## src/rtl/hidden_layer_sequencer.sv

```systemverilog
// hidden_layer_sequencer: time-multiplexes one shared neuron datapath across all hidden-layer neurons
module hidden_layer_sequencer #(
  parameter int N_IN     = 10,
  parameter int N_HIDDEN = 8,
  parameter int IN_W     = 10,
  parameter int W_W      = 10,
  parameter int AW       = (N_HIDDEN > 1) ? $clog2(N_HIDDEN) : 1
) (
  input  logic                     clk,
  input  logic                     rst,
  input  logic                     in_valid,
  output logic                     in_ready,
  input  logic [N_IN*IN_W-1:0]     in_vec,
  output logic                     w_rd_en,
  output logic [AW-1:0]            w_addr,
  input  logic [N_IN*W_W-1:0]      w_rd_data,
  output logic [N_IN*IN_W-1:0]     nrn_in,
  output logic [N_IN*W_W-1:0]      nrn_weight,
  input  logic [IN_W-1:0]          nrn_out,
  output logic                     out_valid,
  input  logic                     out_ready,
  output logic [N_HIDDEN*IN_W-1:0] out_vec,
  output logic                     busy
);
  typedef enum logic [2:0] {IDLE, FETCH, LOAD, CAPTURE, DONE} state_t;
  state_t r_state, w_next;
  logic [AW-1:0] r_k;
  logic [N_IN*IN_W-1:0] r_nrn_in;
  logic [N_IN*W_W-1:0] r_nrn_weight;
  logic [N_HIDDEN*IN_W-1:0] r_out_vec;
  logic w_last, w_accept;
  assign w_last   = r_k == AW'(N_HIDDEN - 1);
  assign w_accept = in_valid && r_state == IDLE;
  // state register
  always_ff @(posedge clk)
    r_state <= rst ? IDLE : w_next;
  // next-state logic: three cycles per neuron, hold in DONE until downstream accepts
  always_comb begin
    w_next = r_state;
    unique case (r_state)
      IDLE:    w_next = in_valid ? FETCH : IDLE;
      FETCH:   w_next = LOAD;
      LOAD:    w_next = CAPTURE;
      CAPTURE: w_next = w_last ? DONE : FETCH;
      DONE:    w_next = out_ready ? IDLE : DONE;
      default: w_next = IDLE;
    endcase
  end
  // handshake and ROM strobe decoded from state
  always_comb begin
    in_ready  = r_state == IDLE;
    busy      = r_state != IDLE;
    w_rd_en   = r_state == FETCH;
    out_valid = r_state == DONE;
  end
  // datapath: latch inputs on accept, weights in LOAD, activation into slot k in CAPTURE
  always_ff @(posedge clk) begin
    if (rst) begin
      r_k          <= '0;
      r_nrn_in     <= '0;
      r_nrn_weight <= '0;
      r_out_vec    <= '0;
    end else begin
      if (w_accept) begin
        r_nrn_in <= in_vec;
        r_k      <= '0;
      end
      if (r_state == LOAD) r_nrn_weight <= w_rd_data;
      if (r_state == CAPTURE) begin
        r_out_vec[int'(r_k)*IN_W +: IN_W] <= nrn_out;
        if (!w_last) r_k <= r_k + 1'b1;
      end
    end
  end
  // k only changes on accept or when stepping to the next FETCH, so it doubles as the held ROM address
  assign w_addr     = r_k;
  assign nrn_in     = r_nrn_in;
  assign nrn_weight = r_nrn_weight;
  assign out_vec    = r_out_vec;
endmodule

```

## config.mk

```make
export PLATFORM = sky130hd
export DESIGN_NAME = hidden_layer_sequencer
export DESIGN_NICKNAME = d
export VERILOG_FILES = /design/src/rtl/hidden_layer_sequencer.sv
export SDC_FILE = /design/constraint.sdc
export NUM_CORES = 1
export LEC_CHECK = 0
export ABC_CLOCK_PERIOD_IN_PS = 4600
export CORE_AREA = 3 3 193 195
export CTS_CLUSTER_DIAMETER = 100
export DETAILED_ROUTE_END_ITERATION = 10
export DIE_AREA = 0 0 196 198
export PLACE_DENSITY = 0.68
export SYNTH_ARGS = -nofsm -noshare
export SYNTH_HDL_FRONTEND = slang
export SYNTH_SLANG_ARGS = --single-unit
```

## constraint.sdc

```tcl
create_clock -name clk -period 4.6 [get_ports clk]
set_clock_uncertainty 0.1 [all_clocks]
set_input_delay 0.92 -clock clk [delete_from_list [all_inputs] [get_ports clk]]
set_output_delay 0.92 -clock clk [all_outputs]
set_load 0.02 [all_outputs]
```

==> Word-level counts from Yosys, hierarchy flattened <==
Index checks and enable logic that the tools add are counted.
{ "op_classes": {"add_sub_neg": 2, "multipliers": 1, "div": 0, "n_lt_le_gt_ge": 0, "n_eq_ne": 5, "shifts": 2, "muxes": 8, "bitwise_logic": 0, "reduce_logical": 3} }
{ "op_table": {"columns": ["operator", "n"], "rows": [
  ["$bwmux W80", 1],
  ["$shift A10 B33 Y80 const A", 1],
  ["$shiftx A10 B33 Y80", 1],
  ["$neg A7 Y33", 1],
  ["$mux W3", 5],
  ["$pmux W3 S5", 1],
  ["$eq A3 B2 Y1 const B", 2],
  ["$eq A3 B3 Y1 const B", 2],
  ["$mul A3 B3 Y6 const B", 1],
  ["$add A3 B1 Y3 const B", 1],
  ["$eq A3 B1 Y1 const B", 1],
  ["$logic_not A3 Y1", 1],
  ["$reduce_bool A3 Y1", 1],
  ["$logic_and A1 B1 Y1", 1],
  ["$mux W1", 1]
]} }
{ "word_totals": {"register_bits": 286, "latchBits": 0, "ramBits": 0, "romBits": 0, "in_bits": 214, "output_inout_bits": 287, "word_cells": 26, "n_memories": 0} }

==> Longest topological paths before layout <==
{ "depth": {"word_depth": 5, "mapped_depth": 14, "ltp_nobuf": 13} }

==> Worst setup path before layout <==
Ideal clock, no wire load.
{ "synth_timing": {"kind": "register to register", "start": "reg r_k[2] (netlist: w_addr[2])", "end": "reg r_out_vec[78] (netlist: out_vec[78])", "setup_time_ns": 0.128, "arrival_time_ns": 3.321, "t_required_ns": 4.372, "path_slack_ns": 1.052, "path_stages_with_launch": 14, "n_path_buf": 2, "period_less_slack_ns": 3.548, "cell_sequence": "dfxtp_1 -> ha_1 -> ha_1 -> inv_1 -> ha_1 -> buf_4 -> or4_4 -> nor2_1 -> ha_1 -> clkbuf_1 -> nor4_2 -> nand3_1 -> mux2i_1 -> nor2_1"} }
{ "synth_between": {"elab_chain_cells": 4, "word_cells_on_any_way": 5, "cone_classes": "add/sub (1); mul (1); shift (2); mux (1)"} }
{ "synth_rtl": {"columns": ["element", "line_no", "source"], "rows": [
  ["from (decl)", "27", "logic [AW-1:0] r_k;"],
  ["from (signal assigned)", "71", "if (!w_last) r_k <= r_k + 1'b1;"],
  ["$mul A3 B3 Y6 (*)", "70", "r_out_vec[int'(r_k)*IN_W +: IN_W] <= nrn_out;"],
  ["$neg A7 Y33 (*)", "70", null],
  ["$shiftx A10 B33 Y80 or $shift A10 B33 Y80 (tied branches)", "70", null],
  ["$bwmux W80 (*)", "70", null],
  ["to (signal, indexed assignment)", "70", null],
  ["to (decl)", "30", "logic [N_HIDDEN*IN_W-1:0] r_out_vec;"]
]} }
Every way passes the cells marked *; elsewhere a longest branch is shown, timed or not.
A chain may end at the register's enable or synchronous reset.

==> Final worst setup path <==
{ "layout_timing": {"start": "reg r_k[2] (netlist: w_addr[2])", "end": "reg r_out_vec[26] (netlist: out_vec[26])"} }
The elaborated chain is that of the path after synthesis.

==> results by group <==
Cells and area
  • Sequential Area: 0.00573 mm2
  • Share of cells above drive strength 1: 6.42%
  • Non-Filler Instances: 2442
  • Layout area overhead: 53.2%
  • Core Util, Final: 51.9%
  • Area of the multi-input gates: 0.00585 mm2
  • Fill cells: 3418
  • Total Nets Final: 2179

Floorplan
  • Core area: 0.0356 mm2
  • Initial Util: 33.9%
  • Die Ht: 198 um
  • # IOs: 501
  • Die Wd: 196 um
  • Std cell rows: 69
  • Die area: 0.0388 mm2

GRT
  • Tot GR Track Use: 24.2%
  • Gr ovfl total: 0
  • Antenna violations before repair: 6
  • First-pass GRT wire length: 72500 um
  • Vias in the first global route: 11830
  • Largest net degree at the start of global routing: 147

Critical path
  • Slowest CP cell: nor3_2
  • CP max FO: 15
  • Crit path capture type: flop
  • Worst path cell trace: ha_1 -> ha_1 -> inv_1 -> ha_1 -> or4_4 -> nor2_1 -> ha_1 -> nand3_2 -> nor3_2 -> and3_1 -> mux2i_1 -> nor2_1
  • Setup crit start: w_addr[2]
  • Critical path endpoint: out_vec[26]
  • R2R Setup Slk: 0.42 ns
  • R2R Path Start: w_addr[2]
  • R2R Path End: out_vec[26]
  • Crit path launch type: flop
  • Reg2Reg Depth: 12
  • WS Path Type: reg -> reg
  • Crit-path most repeated cell: ha_1
  • Arrival time at the worst endpoint: 4.49 ns
  • Largest stage delay on the critical path: 0.76 ns
  • Critical Path RT: 4.90 ns

Clocking
  • CTS tree: done
  • Resized Gates After CTS: 0
  • Hold-fix buffers, CTS: 0
  • H-tree Lvls: 2
  • Setup bufs post-CTS: 0
  • Clk_lat worst skew: 0.53 ns
  • CTS sink count: 286
  • Clk slew on worst S/H paths: 0.06 ns
  • CTS root buffer: clkbuf_16
  • Longest Clk Path Bufs: 3
  • TritonCTS Buffers: 34

Drt
  • Iter 0 DRT Violations: 934
  • Routed Antenna Nets: 0
  • Via count: 12616
  • DR vias/cell: 5.17
  • Drt wl/cell: 20.5 um
  • # DRC: 0
  • Routed WL: 50000 um
  • Pre-antenna DRT Iters: 5

Timing
  • Fin. Hold Viols: 0
  • Tcrit/Tclk final: 91.0%
  • Worst-Margin Slew: 0.995 ns
  • Fmax: 239 MHz
  • Slew margin rel.: 33.7%
  • Setup TNS: 0 ns
  • Final slew viol count: 0
  • Worst hold slack: 0.351 ns
  • Unrepaired setup endpoints after global routing: no
  • Final setup fails: 0
  • Fin crit period: 4.18 ns

Placement
  • IO Port Bufs: 500
  • Post-DP HPWL: 37700 um
  • RePlAce Congestion: 0.923
  • Placed Instances: 2382

Power
  • Sequential share of power: 41.0%
  • Max IR drop VDD: 307 uV
  • Clock power share: 39.6%
  • Tot Pwr: 6.56 mW
  • Power per Cell Area: 355 mW/mm2
  • Sw Pwr: 1.86 mW
  • Pint: 4.70 mW
  • Leak pwr: 6.47 nW
  • Sw frac: 28.3%
  • Combinational fraction of design power: 19.4%

Logic synthesis
  • Count of cell types in the netlist: 80
  • Ys async rst share: 0%
  • YS warnings: 0
  • Yosys reg bits: 286
  • Cells after Synth: 1503
  • Top FF cell, synth: dfxtp_1
  • Syn Std Cell Area: 0.0120 mm2
  • Seq/Total Area, Yosys: 47.5%
  • Syn_area_per_cell: 8.01 um2
  • Net Count, Synth: 1725
  • Post-synth EDFFs: 0

Run status
  • Status: complete, no violations

Run
  • Max-cap violations: 0

Hold path
  • Hold Path Class: reg -> reg
==> cell type report <==
| type | count | share of cell area, % |
|---|---|---|
| inverters | 14 | 0.285 |
| flip-flops and latches | 286 | 31.0 |
| multi-input cells | 1099 | 31.7 |
| repair buffers | 522 | 28.1 |
| clock inverters | 9 | 0.617 |
| diodes | 4 | 0.0542 |
| well taps | 461 | 3.13 |
| clock buffers | 47 | 5.09 |
==> power by group through the flow <==
stage / sequential, mW / clock, mW / combinational [mW]
6_report: 2.69 / 2.60 / 1.27
5_1_grt: 2.71 / 2.74 / 1.36
4_1_cts: 2.69 / 2.66 / 1.28
3_5_place_dp: 2.74 / 0 / 1.27
3_3_place_gp: 2.74 / 0 / 1.27
2_1_floorplan: 2.90 / 0 / 0.461
==> synth_stat cells (3+ instances only) <==
master,number,area share (%)
nand2_1,455,14
dfxtp_1,286,48
a21oi_1,234,9.7
clkbuf_1,82,2.6
nor2_1,76,2.4
mux2i_1,37,3.1
nor3_1,37,1.5
nand3_1,23,0.96
nand3b_1,17,1.1
nand2b_1,16,0.83
buf_2,15,0.62
o21ai_0,14,0.58
o21ai_1,13,0.54
inv_1,11,0.34
o22ai_1,11,0.57
o221a_2,10,0.94
o31ai_1,10,0.62
nor2b_1,9,0.47
a211oi_1,8,0.50
ha_1,8,0.83
o32ai_1,8,0.58
nor3_2,6,0.50
or3_1,6,0.31
a22oi_1,4,0.25
a311oi_1,4,0.29
and2_1,4,0.21
mux2_2,4,0.37
nand4_1,4,0.21
nor4_1,4,0.21
o22a_1,4,0.29
xnor2_2,4,0.54
a22o_1,3,0.22
and3_1,3,0.16
buf_4,3,0.19
inv_2,3,0.093
nor3b_1,3,0.19
o211ai_1,3,0.19
o21a_1,3,0.19
or2_1,3,0.16
==> registers in the layout (all words and copies together), names as in the netlist <==
signal,cells
out_vec,80
nrn_in,100
w_addr,3
nrn_weight,100
r_state,3
==> metal layers <==
metal | GRT usage, % | share of wire (%) | up-vias
met4 | 11.2 | 4.5 | 4
met5 | 0 | 0.060 | -
met3 | 7.13 | 8.8 | 106
met2 | 40.4 | 48 | 561
met1 | 28.7 | 38 | 5915
li1 | - | - | 6030
==> cell families after synthesis <==
kind of cell	Yosys count	synth area share, %
XOR/XNOR	8	0.894
AO/OA/AOI/OAI	355	17.8
AND/OR/NAND/NOR	685	25.2
multiplexers	43	3.64
buffers and inverters	118	4.05
adder cells (fa/ha/maj)	8	0.831
flip-flops	286	47.5
==> critical path, delay by kind of cell, from the launching register on <==
family | cells | cell delay, ns
adder cells (fa/ha/maj) | 4 | 1.13
flip-flops | 1 | 0.51
multiplexers | 1 | 0.20
AND/OR/NAND/NOR | 6 | 2.07
buffers and inverters | 1 | 0.05
==> through the flow <==
step           setup slack [ns]  area, um2
6_report                  0.415      18500
2_1_floorplan              1.05      12000
4_1_cts                   0.469      18400
3_5_place_dp              0.462      17400
5_1_grt                   0.158      18500
3_3_place_gp              0.565      17400
==> layout by cell type, fill, tap and decap left out, types with 9 or more instances in the layout <==
master,netlist,layout
o221a_2,10,10
mux2i_1,37,37
o22ai_1,11,11
nor2b_1,9,9
clkbuf_1,82,9
nor3_1,37,37
nand2_1,455,453
clkdlybuf4s50_1,0,499
clkbuf_16,0,34
a21oi_1,234,234
o21ai_0,14,14
buf_4,3,21
nand2b_1,16,16
inv_1,11,11
nand3_1,23,23
o31ai_1,10,10
dfxtp_1,286,286
nand3b_1,17,17
o21ai_1,13,13
nor2_1,76,76
==> worst min-delay path by stage <==
stage	startpoint	end	slack, ns	cells after the start
final	nrn_in[59]	nrn_in[59]	0.35	2
after global routing	nrn_in[57]	nrn_in[57]	0.37	2
after CTS	nrn_in[38]	nrn_in[38]	0.35	2
after detailed placement	nrn_in[59]	nrn_in[59]	0.35	2
after global placement	nrn_in[84]	nrn_in[84]	0.34	2
after floorplan	r_state[2]	r_state[1]	0.40	1
No activity file was read; power rests on OpenSTA's default activity.
==> RTL edit 1: new RTL, same settings <==
The parameter `IN_W` goes from 10 to 5.
--- a/src/rtl/hidden_layer_sequencer.sv
+++ b/src/rtl/hidden_layer_sequencer.sv
@@ -2,7 +2,7 @@
 module hidden_layer_sequencer #(
   parameter int N_IN     = 10,
   parameter int N_HIDDEN = 8,
-  parameter int IN_W     = 10,
+  parameter int IN_W     = 5,
   parameter int W_W      = 10,
   parameter int AW       = (N_HIDDEN > 1) ? $clog2(N_HIDDEN) : 1
 ) (
Ports: changed (resized in_vec, nrn_in, nrn_out and out_vec); port bits go from 501 to 356. No check against the original RTL was run, so the function may have changed too.
==> RTL edit 1 against the unedited design <==
Sequential cell count is 90 lower; cell area is 36% lower; routed wire length is 51% lower; setup slack better by 0.99 ns; sequential share of layout area is 2.5 points higher; synthesized area is 38% lower; combinational power is 39% lower; power is 38% lower; critical endpoint is now in_ready.
==> RTL edit 1: results (changes against the unedited design) <==
R2R cell count=5 (was 12); Final clock-cell share=4.77% (was 5.71%); port bufs=355 (was 500); dpl hpwl=17.2 mm (was 37.7 mm); synth top area cells=dfxtp_1, nand2_1, a21oi_1, mux2i_1, buf_6 (was dfxtp_1, nand2_1, a21oi_1, mux2i_1, clkbuf_1); Non-CTS inverters=4 (was 14); Critical Path Start=r_state[2] (was w_addr[2]); Buffers excl. clock=359 (was 522); pin count of the biggest net entering global routing=114 (was 147); multi-input gates=609 (was 1,099); Hold Path End=nrn_weight[2] (was nrn_in[59]); Signal buf overhead=30.8% (was 28.1%); CTS H-tree lvls=4 (was 2); DRT iter0 DRCs=279 (was 934); crit path capture=in_ready (was out_vec[26]); outcome=complete, no violations (unchanged); Worst Setup Path Type=flop to primary output (was flop to flop); hold_ws=0.353 ns (was 0.351 ns); Net count, final=1,351 (was 2,179); clock network latency to the later pin of the worst-skew pair=0.44 ns (was 0.53 ns); top post-synthesis cells by count=nand2_1, dfxtp_1, a21oi_1, nand2b_1, mux2i_1 (was nand2_1, dfxtp_1, a21oi_1, clkbuf_1, nor2_1); fillers=3,706 (was 3,418); synthesized net count=1,038 (was 1,725); area of the multi-input gates=3030 um2 (was 5850 um2); crit path max-delay cell type=clkdlybuf4s50_1 (was nor3_2); GRT Overall Usage=12.1% (was 24.2%); worst reg2reg endpoint=out_vec[18] (was out_vec[26]); post-synth cell types=34 (was 80); CP top delay family=buffers and inverters (was simple AND/OR/NAND/NOR gates); CP max stage delay=0.72 ns (was 0.76 ns); vias in the first global route=6,825 (was 11,830); arrival time worst endpoint=2.17 ns (was 4.49 ns); Ant. Diodes=0 (was 4); RePlAce Congestion=0.763 (was 0.923); share of cells above drive strength 1=3.42% (was 6.42%); comb pwr=0.000776 W (was 0.00127 W); Synth Area in Adders=0.842% (was 0.831%); xor and xnor area share after synthesis=0.354% (was 0.894%); maximum vdd ir drop=0.251 mV (was 0.307 mV); static leakage=4.16 nW (was 6.47 nW); Synth Area in Compound Gates=12.0% (was 17.8%); worst flop-to-flop path startpoint=w_addr[0] (was w_addr[2]); sequential cell area share=33.5% (was 31.0%); post-synthesis sequential area ratio=52.8% (was 47.5%); Clock Path Buffers=2 (was 3); hold path startpoint=nrn_weight[2] (was nrn_in[59])
[RTL edit 1: cell count changes after synthesis, sizes merged, moves of 11 or more]
cell | before | now
a21oi | 237 | 164
buf | 22 | 43
clkbuf | 82 | 22
dfxtp | 286 | 196
nand2 | 455 | 302
nand2b | 16 | 36
nor2 | 78 | 3
nor3 | 44 | 3
o21ai | 28 | 10
o22ai | 11 | 0
[RTL edit 1: through the flow]
step	total power, W	std cells	setup slack [ns]	area [um2]	util (%)
6_report	0.00409	1660	1.41	11700	32.9
5_1_grt	0.00430	1660	1.34	11700	32.9
4_1_cts	0.00418	1660	1.34	11700	32.9
3_5_place_dp	0.00268	1629	1.43	11200	31.4
3_3_place_gp	0.00267	1629	1.43	11200	31.4
2_1_floorplan	0.00230	874	2.33	7430	-
[RTL edit 1: layer usage]
| metal | track usage [%] | wire length (um) |
|---|---|---|
| met1 | 14.8 | 10500 |
| met2 | 20.1 | 11500 |
| met3 | 4.32 | 1920 |
| met4 | 3.88 | 382 |
| met5 | 0 | 0 |
==> RTL edit 2: new RTL, same settings <==
Made on the original files. Make the reset (`rst`) asynchronous in one clocked block.
--- a/src/rtl/hidden_layer_sequencer.sv
+++ b/src/rtl/hidden_layer_sequencer.sv
@@ -54,7 +54,7 @@
     out_valid = r_state == DONE;
   end
   // datapath: latch inputs on accept, weights in LOAD, activation into slot k in CAPTURE
-  always_ff @(posedge clk) begin
+  always_ff @(posedge clk or posedge rst) begin
     if (rst) begin
       r_k          <= '0;
       r_nrn_in     <= '0;
Function: differs if rst is asserted again (counterexample within 4 cycles, from zero or initial values and one cycle with rst high); with rst held inactive, the same outputs for 4 cycles.
==> RTL edit 2 against the unedited design <==
Sequential share of layout area increased by 6.0 points; count of clock-buffer cells in the layout up 4; synthesized area rose by 4.9%; utilization up 2.3 points; cell area rose by 4.5%; sequential cell count is the same; global-route usage is 1.5 points lower; non-clock buffer count shrank 4; setup slack better by 0.28 ns; routed wire length down 11%; critical path type unchanged.
Power is not compared: it rests on default switching activity, and its combinational part moved more than twofold at a synthesized area within 25%.
==> RTL edit 2: results (changes against the unedited design) <==
postcts setup bufs=0 (unchanged); arrival time worst endpoint=4.21 ns (was 4.49 ns); xor and xnor area share after synthesis=0.277% (was 0.894%); total CTS buffers=34 (unchanged); routed vias/inst=5.25 (was 5.17); hold path startpoint=out_vec[1] (was nrn_in[59]); dpl ws=0.770 ns (was 0.462 ns); post-synthesis mux area share=25.0% (was 3.64%); DR pass1 iterations=6 (was 5); dpl cell area=18,200 um2 (was 17,400 um2); Synth Area in Adders=0.792% (was 0.831%); pin count of the biggest net entering global routing=106 (was 147); Synth Area in Compound Gates=7.36% (was 17.8%); synthesized net count=1,170 (was 1,725); crit path max-delay cell type=mux2i_1 (was nor3_2); initial antenna violation count=4 (was 6); WHS Path Cells=2 (unchanged); synth top area cells=dfrtp_1, mux2_2, o22ai_1, nand2_1, buf_2 (was dfxtp_1, nand2_1, a21oi_1, mux2i_1, clkbuf_1); CTS H-tree lvls=2 (unchanged); clock network latency to the later pin of the worst-skew pair=0.53 ns (about the same); post-synthesis sequential area ratio=56.5% (was 47.5%); top post-synthesis cells by count=dfrtp_1, mux2_2, nand2_1, clkbuf_1, nor2_1 (was nand2_1, dfxtp_1, a21oi_1, clkbuf_1, nor2_1); GRT Overall Usage=22.6% (was 24.2%); share of cells above drive strength 1=24.9% (was 6.42%); RePlAce Congestion=0.902 (was 0.923); Net count, final=1,665 (was 2,179); dpl hpwl=33.9 mm (was 37.7 mm); Finished Layout Cells=1,928 (was 2,442); Worst R2R Setup Slack=0.69 ns (was 0.42 ns); R2R cell count=10 (was 12); port bufs=500 (unchanged); CP max stage delay=0.91 ns (was 0.76 ns); post-synth cell types=72 (was 80); Post-Synthesis Cells=948 (was 1,503); synth warn=0 (unchanged); hold_ws=0.402 ns (was 0.351 ns); wire per inst=23.2 um (was 20.5 um); worst slew pin tran=1.18 ns (was 0.995 ns); outcome=complete, no violations (unchanged); HP Class=flop to flop (unchanged); Synth async-reset ratio=99.0% (was 0%); Hold Path End=out_vec[1] (was nrn_in[59]); worst reg2reg endpoint=out_vec[68] (was out_vec[26]); DRT iter0 DRCs=636 (was 934); vias in the first global route=10,793 (was 11,830); first-pass GRT wire length=67.1 mm (was 72.5 mm); Root Buffer=clkbuf_16 (unchanged); Worst Path Max Fanout=13 (was 15); worst flop-to-flop path startpoint=w_addr[0] (was w_addr[2])
[RTL edit 2: cell types whose count changed after synthesis, sizes merged, moves of 20 or more]
cell / unedited run / this run
a21oi: 237 / 18
nor2: 78 / 29
nor3: 44 / 24
mux2: 6 / 270
mux2i: 37 / 11
nand2: 455 / 34
dfxtp: 286 / 3
clkbuf: 82 / 29
dfrtp: 0 / 283
[RTL edit 2: power groups by stage]
stage / clock network [W] / registers [W] / logic (W)
global route: 0.00287 / 0.00368 / 0.00455
global placement: 0 / 0.00358 / 0.00430
floorplan: 0 / 0.00443 / 0.00133
finish: 0.00269 / 0.00358 / 0.00430
CTS: 0.00278 / 0.00359 / 0.00433
detailed placement: 0 / 0.00361 / 0.00430
[RTL edit 2: final cells by class]
type                            count  area [um2]
Multi-Input combinational cell    590        5200
Inverter                           13        52.6
Timing Repair Buffer              518        5200
Fill cell                        3076       16300
Antenna cell                        4        10.0
Clock inverter                      5        78.8
Clock buffer                       51        1030
Tap cell                          461         577
Sequential cell                   286        7140
[RTL edit 2: metal layers]
layer	part of all wire [%]	track usage, %	routed length [um]
met1	39	27.0	17300
met2	51	39.5	22800
met3	8.6	7.54	3830
met4	1.8	6.07	785
met5	0	0	0
[RTL edit 2: how the worst max path moves through the flow]
stage	start	to	slack, ns	cells past startpoint
after floorplan	rst	nrn_in[0]	-0.17	1
after global placement	w_addr[0]	out_vec[68]	0.91	10
after detailed placement	w_addr[0]	out_vec[37]	0.77	11
after CTS	w_addr[0]	out_vec[37]	0.78	11
after global routing	w_addr[0]	out_vec[68]	0.54	10
final	w_addr[0]	out_vec[68]	0.69	10
[RTL edit 2: worst max-delay path: cells and delay by family, from the launching register on]
family,cells,cell delay (ns)
fa+ha+maj,3,1.14
simple gates,4,0.52
flops,1,0.38
mux,2,1.29
compound gates,1,0.34
